===== config.mk =====
export PLATFORM = sky130hd
export DESIGN_NAME = if_fetch_stage
export DESIGN_NICKNAME = d
export VERILOG_FILES = /design/src/rtl/if_fetch_stage.sv
export SDC_FILE = /design/constraint.sdc
export NUM_CORES = 1
export LEC_CHECK = 0
export CAP_MARGIN = 15
export CORE_MARGIN = 2
export CORE_UTILIZATION = 50
export CTS_BUF_LIST = sky130_fd_sc_hd__clkbuf_8
export CTS_CLUSTER_SIZE = 10
export DETAILED_ROUTE_END_ITERATION = 16
export PLACE_DENSITY = 0.77
export SLEW_MARGIN = 5
export SYNTH_ARGS = -nofsm -noshare
export SYNTH_HDL_FRONTEND = slang
export SYNTH_SLANG_ARGS = --single-unit

===== constraint.sdc =====
create_clock -name clk -period 3.4 [get_ports clk]
set_input_delay 0.68 -clock clk [delete_from_list [all_inputs] [get_ports clk]]
set_output_delay 0.68 -clock clk [all_outputs]
set_load 0.03 [all_outputs]

===== src/rtl/if_fetch_stage.sv =====
`default_nettype none
// ============================================================================
// Module   : if_fetch_stage
// Brief    : Instruction fetch with request/grant memory bus, in-order
//            response queue, PC hold and flush-driven discard of stale fetches.
// Revision : 1.0
// ============================================================================
module if_fetch_stage #(
  parameter int ADDR_W      = 32,
  parameter int INST_W      = 32,
  parameter int OUTSTANDING = 2
) (
  input  logic              clk,
  input  logic              rest,
  input  logic [ADDR_W-1:0] pc2if_addr_i,
  output logic              if2pc_hold_o,
  input  logic              cu2if_flush_i,
  output logic              if2mem_req_o,
  output logic [ADDR_W-1:0] if2mem_addr_o,
  input  logic              mem2if_gnt_i,
  input  logic              mem2if_rvalid_i,
  input  logic [INST_W-1:0] mem2if_rdata_i,
  input  logic              id2if_stall_i,
  output logic              if2id_valid_o,
  output logic [INST_W-1:0] if2id_inst_o,
  output logic [ADDR_W-1:0] if2id_pc_o
);

  localparam int c_PTR_W = $clog2(OUTSTANDING);
  localparam int c_CNT_W = $clog2(OUTSTANDING + 1);
  localparam logic [c_CNT_W:0] c_LIMIT = (c_CNT_W + 1)'(OUTSTANDING);

  logic [c_CNT_W-1:0] r_inflight;
  logic [c_CNT_W-1:0] r_count;
  logic [c_CNT_W-1:0] r_discard;
  logic [c_PTR_W-1:0] r_wr_ptr;
  logic [c_PTR_W-1:0] r_rd_ptr;
  logic [c_PTR_W-1:0] r_tag_wr_ptr;
  logic [c_PTR_W-1:0] r_tag_rd_ptr;
  logic [INST_W-1:0]  r_q_inst [OUTSTANDING];
  logic [ADDR_W-1:0]  r_q_pc   [OUTSTANDING];
  logic [ADDR_W-1:0]  r_tag    [OUTSTANDING];

  logic               w_pop;
  logic               w_issue;
  logic               w_rsp;
  logic               w_push;
  logic [c_CNT_W:0]   w_used;
  logic [c_CNT_W-1:0] w_inflight_nxt;

  // Credits count what will still be occupied after this cycle's pop.
  assign w_used = {1'b0, r_inflight} + {1'b0, r_count} - {{c_CNT_W{1'b0}}, w_pop};

  assign if2id_valid_o  = (r_count != '0) & ~cu2if_flush_i;
  assign if2id_inst_o   = r_q_inst[r_rd_ptr];
  assign if2id_pc_o     = r_q_pc[r_rd_ptr];
  assign w_pop          = if2id_valid_o & ~id2if_stall_i;

  assign if2mem_req_o   = rest & ~cu2if_flush_i & (w_used < c_LIMIT);
  assign if2mem_addr_o  = pc2if_addr_i;
  assign w_issue        = if2mem_req_o & mem2if_gnt_i;
  assign if2pc_hold_o   = ~w_issue & ~cu2if_flush_i;

  // A response with nothing outstanding is a protocol error and is ignored.
  assign w_rsp          = mem2if_rvalid_i & (r_inflight != '0);
  assign w_push         = w_rsp & ~cu2if_flush_i & (r_discard == '0);
  assign w_inflight_nxt = r_inflight + c_CNT_W'(w_issue) - c_CNT_W'(w_rsp);

  always_ff @(posedge clk or negedge rest) begin
    if (!rest) begin
      r_inflight   <= '0;
      r_count      <= '0;
      r_discard    <= '0;
      r_wr_ptr     <= '0;
      r_rd_ptr     <= '0;
      r_tag_wr_ptr <= '0;
      r_tag_rd_ptr <= '0;
    end else begin
      r_inflight <= w_inflight_nxt;
      if (w_issue) r_tag_wr_ptr <= r_tag_wr_ptr + 1'b1;
      if (w_rsp)   r_tag_rd_ptr <= r_tag_rd_ptr + 1'b1;
      if (cu2if_flush_i) begin
        // Everything still outstanding after this cycle is stale.
        r_count   <= '0;
        r_wr_ptr  <= '0;
        r_rd_ptr  <= '0;
        r_discard <= w_inflight_nxt;
      end else begin
        if (w_push) r_wr_ptr <= r_wr_ptr + 1'b1;
        if (w_pop)  r_rd_ptr <= r_rd_ptr + 1'b1;
        r_count <= r_count + c_CNT_W'(w_push) - c_CNT_W'(w_pop);
        if (w_rsp && (r_discard != '0)) r_discard <= r_discard - 1'b1;
      end
    end
  end

  always_ff @(posedge clk or negedge rest) begin
    if (!rest) begin
      for (int i = 0; i < OUTSTANDING; i++) begin
        r_q_inst[i] <= '0;
        r_q_pc[i]   <= '0;
        r_tag[i]    <= '0;
      end
    end else begin
      if (w_push) begin
        r_q_inst[r_wr_ptr] <= mem2if_rdata_i;
        r_q_pc[r_wr_ptr]   <= r_tag[r_tag_rd_ptr];
      end
      if (w_issue) r_tag[r_tag_wr_ptr] <= pc2if_addr_i;
    end
  end

endmodule
`default_nettype wire


* After elaboration in Yosys (flattened, before gate mapping)
Index checks and enable logic that the tools add are counted.
** Storage, ports and cells
- Output and inout port bits :: 99
- Input port bits :: 70
- Word-level logic and storage cells :: 80
- Bits in registers :: 202
** Operators by class
- Muxes and demuxes :: 23
- Reductions and logical operators :: 10
- Bitwise logic cells :: 16
- Order comparisons :: 7
- $add $sub $neg :: 11
** Operators by type and width (number)
- 2-to-1 mux 32 bit :: 11
- bitwise mux 64 bit :: 3
- demux 32 bit (select 1 bit) :: 2
- nonzero test 2 bit :: 6
- AND 1 bit :: 9
- greater-or-equal comparator 2 bit (second input constant) :: 4
- inverter 1 -> 2 bit :: 4
- 2-to-1 mux 2 bit :: 3
- adder 1 bit (second input constant) :: 4
- adder 2 x 1 -> 2 bit :: 2
- less-than comparator 2 x 1 -> 1 bit (second input constant) :: 2
- 2-to-1 mux 1 bit :: 4
- subtractor 2 x 1 -> 2 bit :: 2
- adder 2 x 2 -> 3 bit :: 1
- logical AND 1 bit :: 3
- less-than comparator 3 x 2 -> 1 bit (second input constant) :: 1
- inverter 1 bit :: 3
- subtractor 3 x 1 -> 3 bit :: 1
- zero test 2 bit :: 1
- subtractor 2 x 1 -> 2 bit (second input constant) :: 1

* Logic depth before layout (Yosys ltp)
Gate-level depths: netlist (run 1).
- Depth after elaboration :: 10
- Mapped depth :: 14
- Gate-level depth less buffers :: 14

* Worst setup path after synthesis (run 1)
No wires, ideal clock.
- Path kind :: input to output
- Start :: input cu2if_flush_i
- End :: output if2mem_req_o
- Path buffers :: 1
- Stages :: 7
- Data arrival time :: 2.900 ns
- Slack :: -0.180 ns
- Cell sequence :: clkbuf_1 nor3_1 ha_1 nand2b_1 fa_1 xnor2_1 nor3_1
** Between the ends
- Cells in the longest elaborated chain, start to end :: 6
- Elaborated cells between the ends (all ways) :: 7
- Classes of those cells :: 1 x add/sub; 1 x order compare; 5 x bitwise
** RTL lines
- start: declaration :: line 17 : input logic cu2if_flush_i,
- inverter 1 bit (*) :: line 54, 59
- AND 1 bit :: line 54 : assign if2id_valid_o = (r_count != '0) & ~cu2if_flush_i;
- AND 1 bit :: line 57 : assign w_pop = if2id_valid_o & ~id2if_stall_i;
- subtractor 3 x 1 -> 3 bit :: line 52 : assign w_used = {1'b0, r_inflight} + {1'b0, r_count} - {{c_CNT_W{1'b0}}, w_pop};
- less-than comparator 3 x 2 -> 1 bit :: line 59 : assign if2mem_req_o = rest & ~cu2if_flush_i & (w_used < c_LIMIT);
- AND 1 bit (*) :: line 59
- end: declaration :: line 18 : output logic if2mem_req_o,
Mark *: on every way between the ends. The rest lies on a longest branch, timed or not.

* Worst setup path in the final report (run 1)
- Start :: register r_count[1]
- End :: register r_discard[1]
** Between the ends
- Cells in the longest elaborated chain, start to end :: 10
- Elaborated cells between the ends (all ways) :: 11
- Classes of those cells :: 4 x add/sub; 1 x order compare; 1 x mux; 4 x bitwise; 1 x reduce/logical
** RTL lines
- start: declaration :: line 34 : logic [c_CNT_W-1:0] r_count;
- start signal: assignment :: line 91 : r_count <= r_count + c_CNT_W'(w_push) - c_CNT_W'(w_pop);
- nonzero test 2 bit :: line 54
- AND 1 bit :: line 54
- AND 1 bit :: line 57
- subtractor 3 x 1 -> 3 bit (*) :: line 52
- less-than comparator 3 x 2 -> 1 bit (*) :: line 59
- AND 1 bit (*) :: line 59
- AND 1 bit (*) :: line 61 : assign w_issue = if2mem_req_o & mem2if_gnt_i;
- adder 2 x 1 -> 2 bit (*) :: line 67 : assign w_inflight_nxt = r_inflight + c_CNT_W'(w_issue) - c_CNT_W'(w_rsp);
- subtractor 2 x 1 -> 2 bit (*) :: line 67
- via w_inflight_nxt[1] :: line 49 : logic [c_CNT_W-1:0] w_inflight_nxt;
- 2-to-1 mux 2 bit (*) :: line 82 : if (cu2if_flush_i) begin
- end signal: assignment :: line 87 : r_discard <= w_inflight_nxt;
- end signal: assignment :: line 92 : if (w_rsp && (r_discard != '0)) r_discard <= r_discard - 1'b1;
- end: declaration :: line 35 : logic [c_CNT_W-1:0] r_discard;
The timed path passes the listed nets; every way through them passes the cells marked *.
A chain may end at the register's enable or synchronous reset.

==> flow_summary.ini, run 1 <==
[layout]
fillCellCount = 1290
fin_area_sq_um = 11900
sequential_cell_area_sq_um = 5060
final_core_util_pct = 66.0
drive_above_1_share_pct = 47.1
multiInputGateArea_sq_um = 3790
final_cell_count_no_fill = 1031
num_antenna_cells = 0
area.growth.synth_to_final_pct = 28.9
fin_nets = 857

[sta]
finalCritPeriodShare_pct = 97.1
aggregate_negative_setup_slack_ns = 0
slew_violations = 0
rsz0062_at_grt = yes
timing.hold.ws_ns = 0.115
fin_skew_ns = 0.0257
finalSetupViolations = 0
min_period_ns = 3.30
achievable-frequency_mhz = 303
timing.final.hold_violations = 0
relSlewSlack_pct = 38.2
tightestPinTransition_ns = 0.926

[power_and_ir_drop]
power.share.combinational_pct = 40.5
clock_network_power_share_pct = 21.0
internal_power_mw = 6.92
net_switching_power_of_the_design_mw = 3.38
max-vdd-ir-drop_v = 0.000761
power.density_cell_area_nw_per_um2 = 865
pwr-share-seq_pct = 38.5
cellLeakagePower_nw = 5.61
power_switching_share_pct = 32.8

[placement]
routabilityCongestion = 0.717
portBuffers = 168
dp_cells = 961
dpl_cell_area_sq_um = 11100
hpwl_um = 12600

[grt]
grt_start_max_net_pins = 59
global_route_wire_length_before_repair_um = 32200
grt_pass1_vias = 6263
grt_antenna_before_repair = 0
grt_util_all_layers_pct = 20.4
grt.overflow.total = 0

[logic_synthesis]
netlist-cell-type-count = 32
async_flop_share_pct = 100
ys_warn_count = 0
post_synth_main_area_contributors = dfrtp_1 55%, mux2_2 31%, mux2_4 4.9%, buf_4 3.1%, ha_1 0.95%
synth.yosys.seq_area_share_pct = 54.7
postSynthCellCount = 608
synth_largest_type_area_fraction_pct = 54.7
postSynthNetCount = 686
synth_ff_type = dfrtp_1
yosys.cell_count.top_type = mux2_2
synth_largest_area_cell = dfrtp_1
synth_edf_count = 0
syn-mean-instance-area_sq_um = 15.2
post_synth_instance_area_sq_um = 9230
ys_seq_elements = 202
ys_top_cells_by_count = 251 x mux2_2, 202 x dfrtp_1, 38 x buf_4

[floorplanning]
die_width_um = 140
die_area_sq_um = 19600
initial_core_utilization_pct = 51.2
boundaryPins = 169
core_footprint_sq_um = 18000
die_outline_height_um = 140
rows = 49

[routing]
detail_route.wirelength_um = 19100
dr_wl_cell_um = 18.5
drt_pass1_iterations = 4
initialDrtViolationCount = 185
vias = 5447
antenna_violating_nets_remaining = 0
drt_drc_violations_left = 0
via_per_inst = 5.28

[hold_path]
worstHoldPathType = in2async

[critical_path]
wp_buf_inv = 5
path_cells = nor2_2 -> nor3_2 -> ha_1 -> nand2b_4 -> fa_2 -> nand4b_1 -> nor2_2 -> buf_4 -> buf_4 -> buf_6 -> inv_2 -> ha_4 -> inv_1 -> ha_2 -> xor3_1 -> nor2_1 -> a31oi_1
cp.required_ns = 3.78
crit_slowest_cell = fa_2
critPathCaptureType = flip-flop
start_kind = flip-flop
crit_arrival_ns = 3.68
critical_path_class = reg2reg
critPathMaxFanout = 2
timing.critical_path.max_delay_family = adder cells
critical-path-max-stage-delay_ns = 0.53

[clocking]
clk_root_buffer_cell = clkbuf_8
cts_max_path_buffers = 3
cts_inserted_buffers = 36
clk_pin_slew_ns = 0.06
cts_tree = yes
holdBufCountCts = 0
cts_sinks = 202
cts.htree.levels = 2
worst_skew_pair_latency_ns = 0.50

[run]
cap_violations = 0

[status]
outcome = completed
power groups by stage:
stage / clock network, mW / registers [mW] / logic, mW
2_1_floorplan: 0 / 3.69 / 2.92
4_1_cts: 2.23 / 3.97 / 4.16
3_3_place_gp: 0 / 3.90 / 3.98
3_5_place_dp: 0 / 3.98 / 4.11
5_1_grt: 2.36 / 4.09 / 4.45
6_report: 2.16 / 3.96 / 4.17
worst register-to-register path, stage by stage, from the launching register on:
cell      delay, ns
dfrtp_1        0.39
nor2_2         0.15
nor3_2         0.06
ha_1           0.27
nand2b_4       0.14
fa_2           0.53
nand4b_1       0.13
nor2_2         0.15
buf_4          0.12
buf_4          0.09
buf_6          0.09
inv_2          0.04
ha_4           0.24
inv_1          0.03
ha_2           0.16
xor3_1         0.39
nor2_1         0.15
a31oi_1        0.05
cells by family after synthesis:
kind of cell             share of synthesized area, %
buffers and inverters                            4.99
AO/OA/AOI/OAI                                   0.420
adder cells (fa/ha/maj)                          1.17
multiplexers                                     36.5
AND/OR/NAND/NOR                                  1.40
flip-flops                                       54.7
XOR/XNOR                                        0.827
layout by cell type (no fill, tap or decap), types with 3 or more instances in the layout:
cell,n
clkdlybuf4s50_1,163
nor2_2,3
mux2_4,30
mux2_2,251
dfrtp_1,200
buf_4,19
buf_12,10
ha_1,5
inv_1,23
mux2_1,7
xor2_1,3
clkbuf_8,45
nor2_1,5
worst paths after layout:
kind | from | end | slack [ns] | depth (start not counted)
min in group clk | r_tag[41] | r_tag[41] | 0.48 | 1
worst max-delay path | r_count[1] | r_discard[1] | 0.1 | 17
worst min-delay path | rest | r_q_pc[16] | 0.11 | 1
max in group asynchronous | rest | r_q_inst[25] | 1.63 | 3
worst max register to register | r_count[1] | r_discard[1] | 0.1 | 17
worst min register to register | r_tag[41] | r_tag[41] | 0.48 | 1
routing by layer:
layer	track usage [%]	vias up	share of wire, %
met5	0	-	0
met4	5.00	0	1.2
met3	4.58	17	4.8
met2	35.3	135	52
met1	26.1	2818	42
li1	-	2477	-
through the flow:
| step | worst slack (ns) | total power, mW |
|---|---|---|
| floorplan | -0.0922 | 6.61 |
| global placement | -0.225 | 7.87 |
| detailed placement | -0.344 | 8.09 |
| CTS | 0.0125 | 10.4 |
| global route | -0.0251 | 10.9 |
| finish | 0.0971 | 10.3 |
layout make-up:
type,count,share of cell area (%)
inverter,10,0.315
multi-input combinational,332,31.8
tap,229,2.41
clock buffer,44,5.09
timing repair buffer,197,17.1
clock inverter,17,0.778
sequential,202,42.5
registers in the layout, summed over array words and instances (netlist names):
register and cells:
r_tag_wr_ptr 1, r_wr_ptr 1, r_q_pc 64, r_tag 64, r_tag_rd_ptr 1, r_discard 2, r_q_inst 64, r_count 2
r_inflight 2, r_rd_ptr 1
what timing repair did:
item,4_1_cts,5_1_grt
endpoints found under the setup margin,2,5
pin swaps,6,9
endpoints found under the hold margin,0,0
setup buffers,5,6
resized for setup,7,7
Note: power is estimated with default switching activity, not from simulation.
==> run 2, diff against run 1 <==
--- a/config.mk
+++ b/config.mk
@@ -8,7 +8,7 @@
 export CAP_MARGIN = 15
 export CORE_MARGIN = 2
 export CORE_UTILIZATION = 50
-export CTS_BUF_LIST = sky130_fd_sc_hd__clkbuf_8
+export CTS_BUF_LIST = sky130_fd_sc_hd__clkbuf_2 sky130_fd_sc_hd__clkbuf_4 sky130_fd_sc_hd__clkbuf_8
 export CTS_CLUSTER_SIZE = 10
 export DETAILED_ROUTE_END_ITERATION = 16
 export PLACE_DENSITY = 0.77
==> run 2 against run 1 <==
Register-to-register slack improved by 0.02 ns. Power rose by 1.7%. Critical path depth fell by 7. Worst setup slack got worse by 0.022 ns. Clock power rose by 7%. First-iteration DRC count rose by 2.7%. Clock skew rose by 0.0039 ns. Final area rose by 0.44%. Sequential power barely moved. Sequential cell count did not move.
==> flow_summary.ini, run 2 (synthesis gave the netlist of run 1 again) <==
[status]
outcome = completed

[clocking]
cts_tree = yes
cts_max_path_buffers = 3
clk_pin_slew_ns = 0.06
clk_root_buffer_cell = clkbuf_8
cts_sinks = 202
holdBufCountCts = 0
cts_inserted_buffers = 36
worst_skew_pair_latency_ns = 0.50
cts.htree.levels = 2

[floorplanning]
boundaryPins = 169
rows = 49
die_area_sq_um = 19600
core_footprint_sq_um = 18000
die_outline_height_um = 140
die_width_um = 140
initial_core_utilization_pct = 51.2

[routing]
via_per_inst = 5.27
drt_drc_violations_left = 0
drt_pass1_iterations = 4
vias = 5434
detail_route.wirelength_um = 19100
dr_wl_cell_um = 18.6
initialDrtViolationCount = 190
antenna_violating_nets_remaining = 0

[critical_path]
critPathMaxFanout = 2
critical-path-max-stage-delay_ns = 0.53
crit_top_cell = buf_6
start_kind = input pin
critical_path_class = in2out
timing.critical_path.max_delay_family = adder cells
critPathCaptureType = primary output
crit_arrival_ns = 2.65
path_cells = dlygate4sd2_1 -> nor3_2 -> ha_1 -> nand2b_4 -> fa_2 -> nand4b_1 -> nor2_2 -> buf_6 -> nor2_4 -> buf_6
wp_buf_inv = 3
cp.required_ns = 2.72
crit_slowest_cell = fa_2

[sta]
finalCritPeriodShare_pct = 97.8
relSlewSlack_pct = 39.0
finalSetupViolations = 0
finalWorstSetupSlack_ns = 0.0750
slew_violations = 0
rsz0062_at_grt = yes
fin_skew_ns = 0.0296
achievable-frequency_mhz = 301
tightestPinTransition_ns = 0.915
aggregate_negative_setup_slack_ns = 0
timing.final.hold_violations = 0
timing.hold.ws_ns = 0.117
min_period_ns = 3.33

[layout]
fin_nets = 857
layout.cells.most_common_list = 251 x mux2_2, 200 x dfrtp_1, 163 x clkdlybuf4s50_1
largest_registers = r_q_inst x64, r_q_pc x64, r_tag x64
fin_area_sq_um = 12000
sequential_cell_area_sq_um = 5060
final_common_cell = mux2_2
num_antenna_cells = 0
multiInputGateArea_sq_um = 3790
final_core_util_pct = 66.3
fillCellCount = 1278
final_cell_count_no_fill = 1031
area.growth.synth_to_final_pct = 29.4
drive_above_1_share_pct = 48.8

[power_and_ir_drop]
cellLeakagePower_nw = 5.60
max-vdd-ir-drop_v = 0.000787
power.density_cell_area_nw_per_um2 = 876
design_power_total_mw = 10.5

[placement]
hpwl_um = 12600
dpl_cell_area_sq_um = 11100
pre_cts_slack_ns = -0.344
portBuffers = 168
routabilityCongestion = 0.717
dp_cells = 961

[grt]
grt.overflow.total = 0
global_route_wire_length_before_repair_um = 32200
grt_start_max_net_pins = 59
grt_util_all_layers_pct = 20.3
grt_pass1_vias = 6248
grt_antenna_before_repair = 0

[hold_path]
worstHoldPathType = in2async

[run]
cap_violations = 0
-- run 2: cell types whose count changed in the layout (fill, tap and decap cells not counted), sizes merged --
| cell | before | now |
|---|---|---|
| inv | 24 | 10 |
| clkbuf | 45 | 59 |
-- run 2: routing by layer --
layer	global-route usage [%]	vias to the layer above	wire length, um
met4	5.05	0	215
li1	-	2476	-
met1	25.9	2814	8100
met5	0	-	0
met3	4.65	15	822
met2	35.4	129	10000
-- run 2: what timing repair did --
item                                    in CTS  in global routing
pin swaps                                    6                  9
gates resized for setup                      7                  7
endpoints found under the setup margin       2                  5
buffers inserted                             6                  7
-- run 2: layout make-up --
cell class / instances / share of cell area [%]
inverters: 10 / 0.314
repair buffers: 197 / 17.0
clock inverters: 3 / 0.335
multi-input cells: 332 / 31.7
well taps: 229 / 2.40
flip-flops and latches: 202 / 42.3
clock buffers: 58 / 5.95
-- run 2: final timing paths --
path / endpoint / slack, ns / cells past startpoint / from
max reg2reg: r_discard[1] / 0.12 / 16 / r_count[1]
max in group asynchronous: r_q_inst[25] / 1.64 / 3 / rest
min in group clk: r_tag[41] / 0.48 / 1 / r_tag[41]
max: if2pc_hold_o / 0.07 / 10 / id2if_stall_i
min reg2reg: r_tag[41] / 0.48 / 1 / r_tag[41]
min: r_q_pc[16] / 0.12 / 1 / rest
-- run 2: worst reg2reg max path, cell delays in order (launching register included) --
cell,delay (ns)
dfrtp_1,0.39
nor2_2,0.15
nor3_2,0.06
ha_1,0.27
nand2b_4,0.14
fa_2,0.53
nand4b_1,0.15
nor2_2,0.18
buf_4,0.13
buf_4,0.10
inv_2,0.04
ha_4,0.24
inv_1,0.03
ha_2,0.16
xor3_1,0.39
nor2_1,0.15
a31oi_1,0.05
-- run 2: report_power, final --
part           internal (mW)  switching [mW]  total, mW
Clock                   1.39           0.926       2.32
Sequential              3.36           0.609       3.97
Combinational           2.34            1.84       4.19
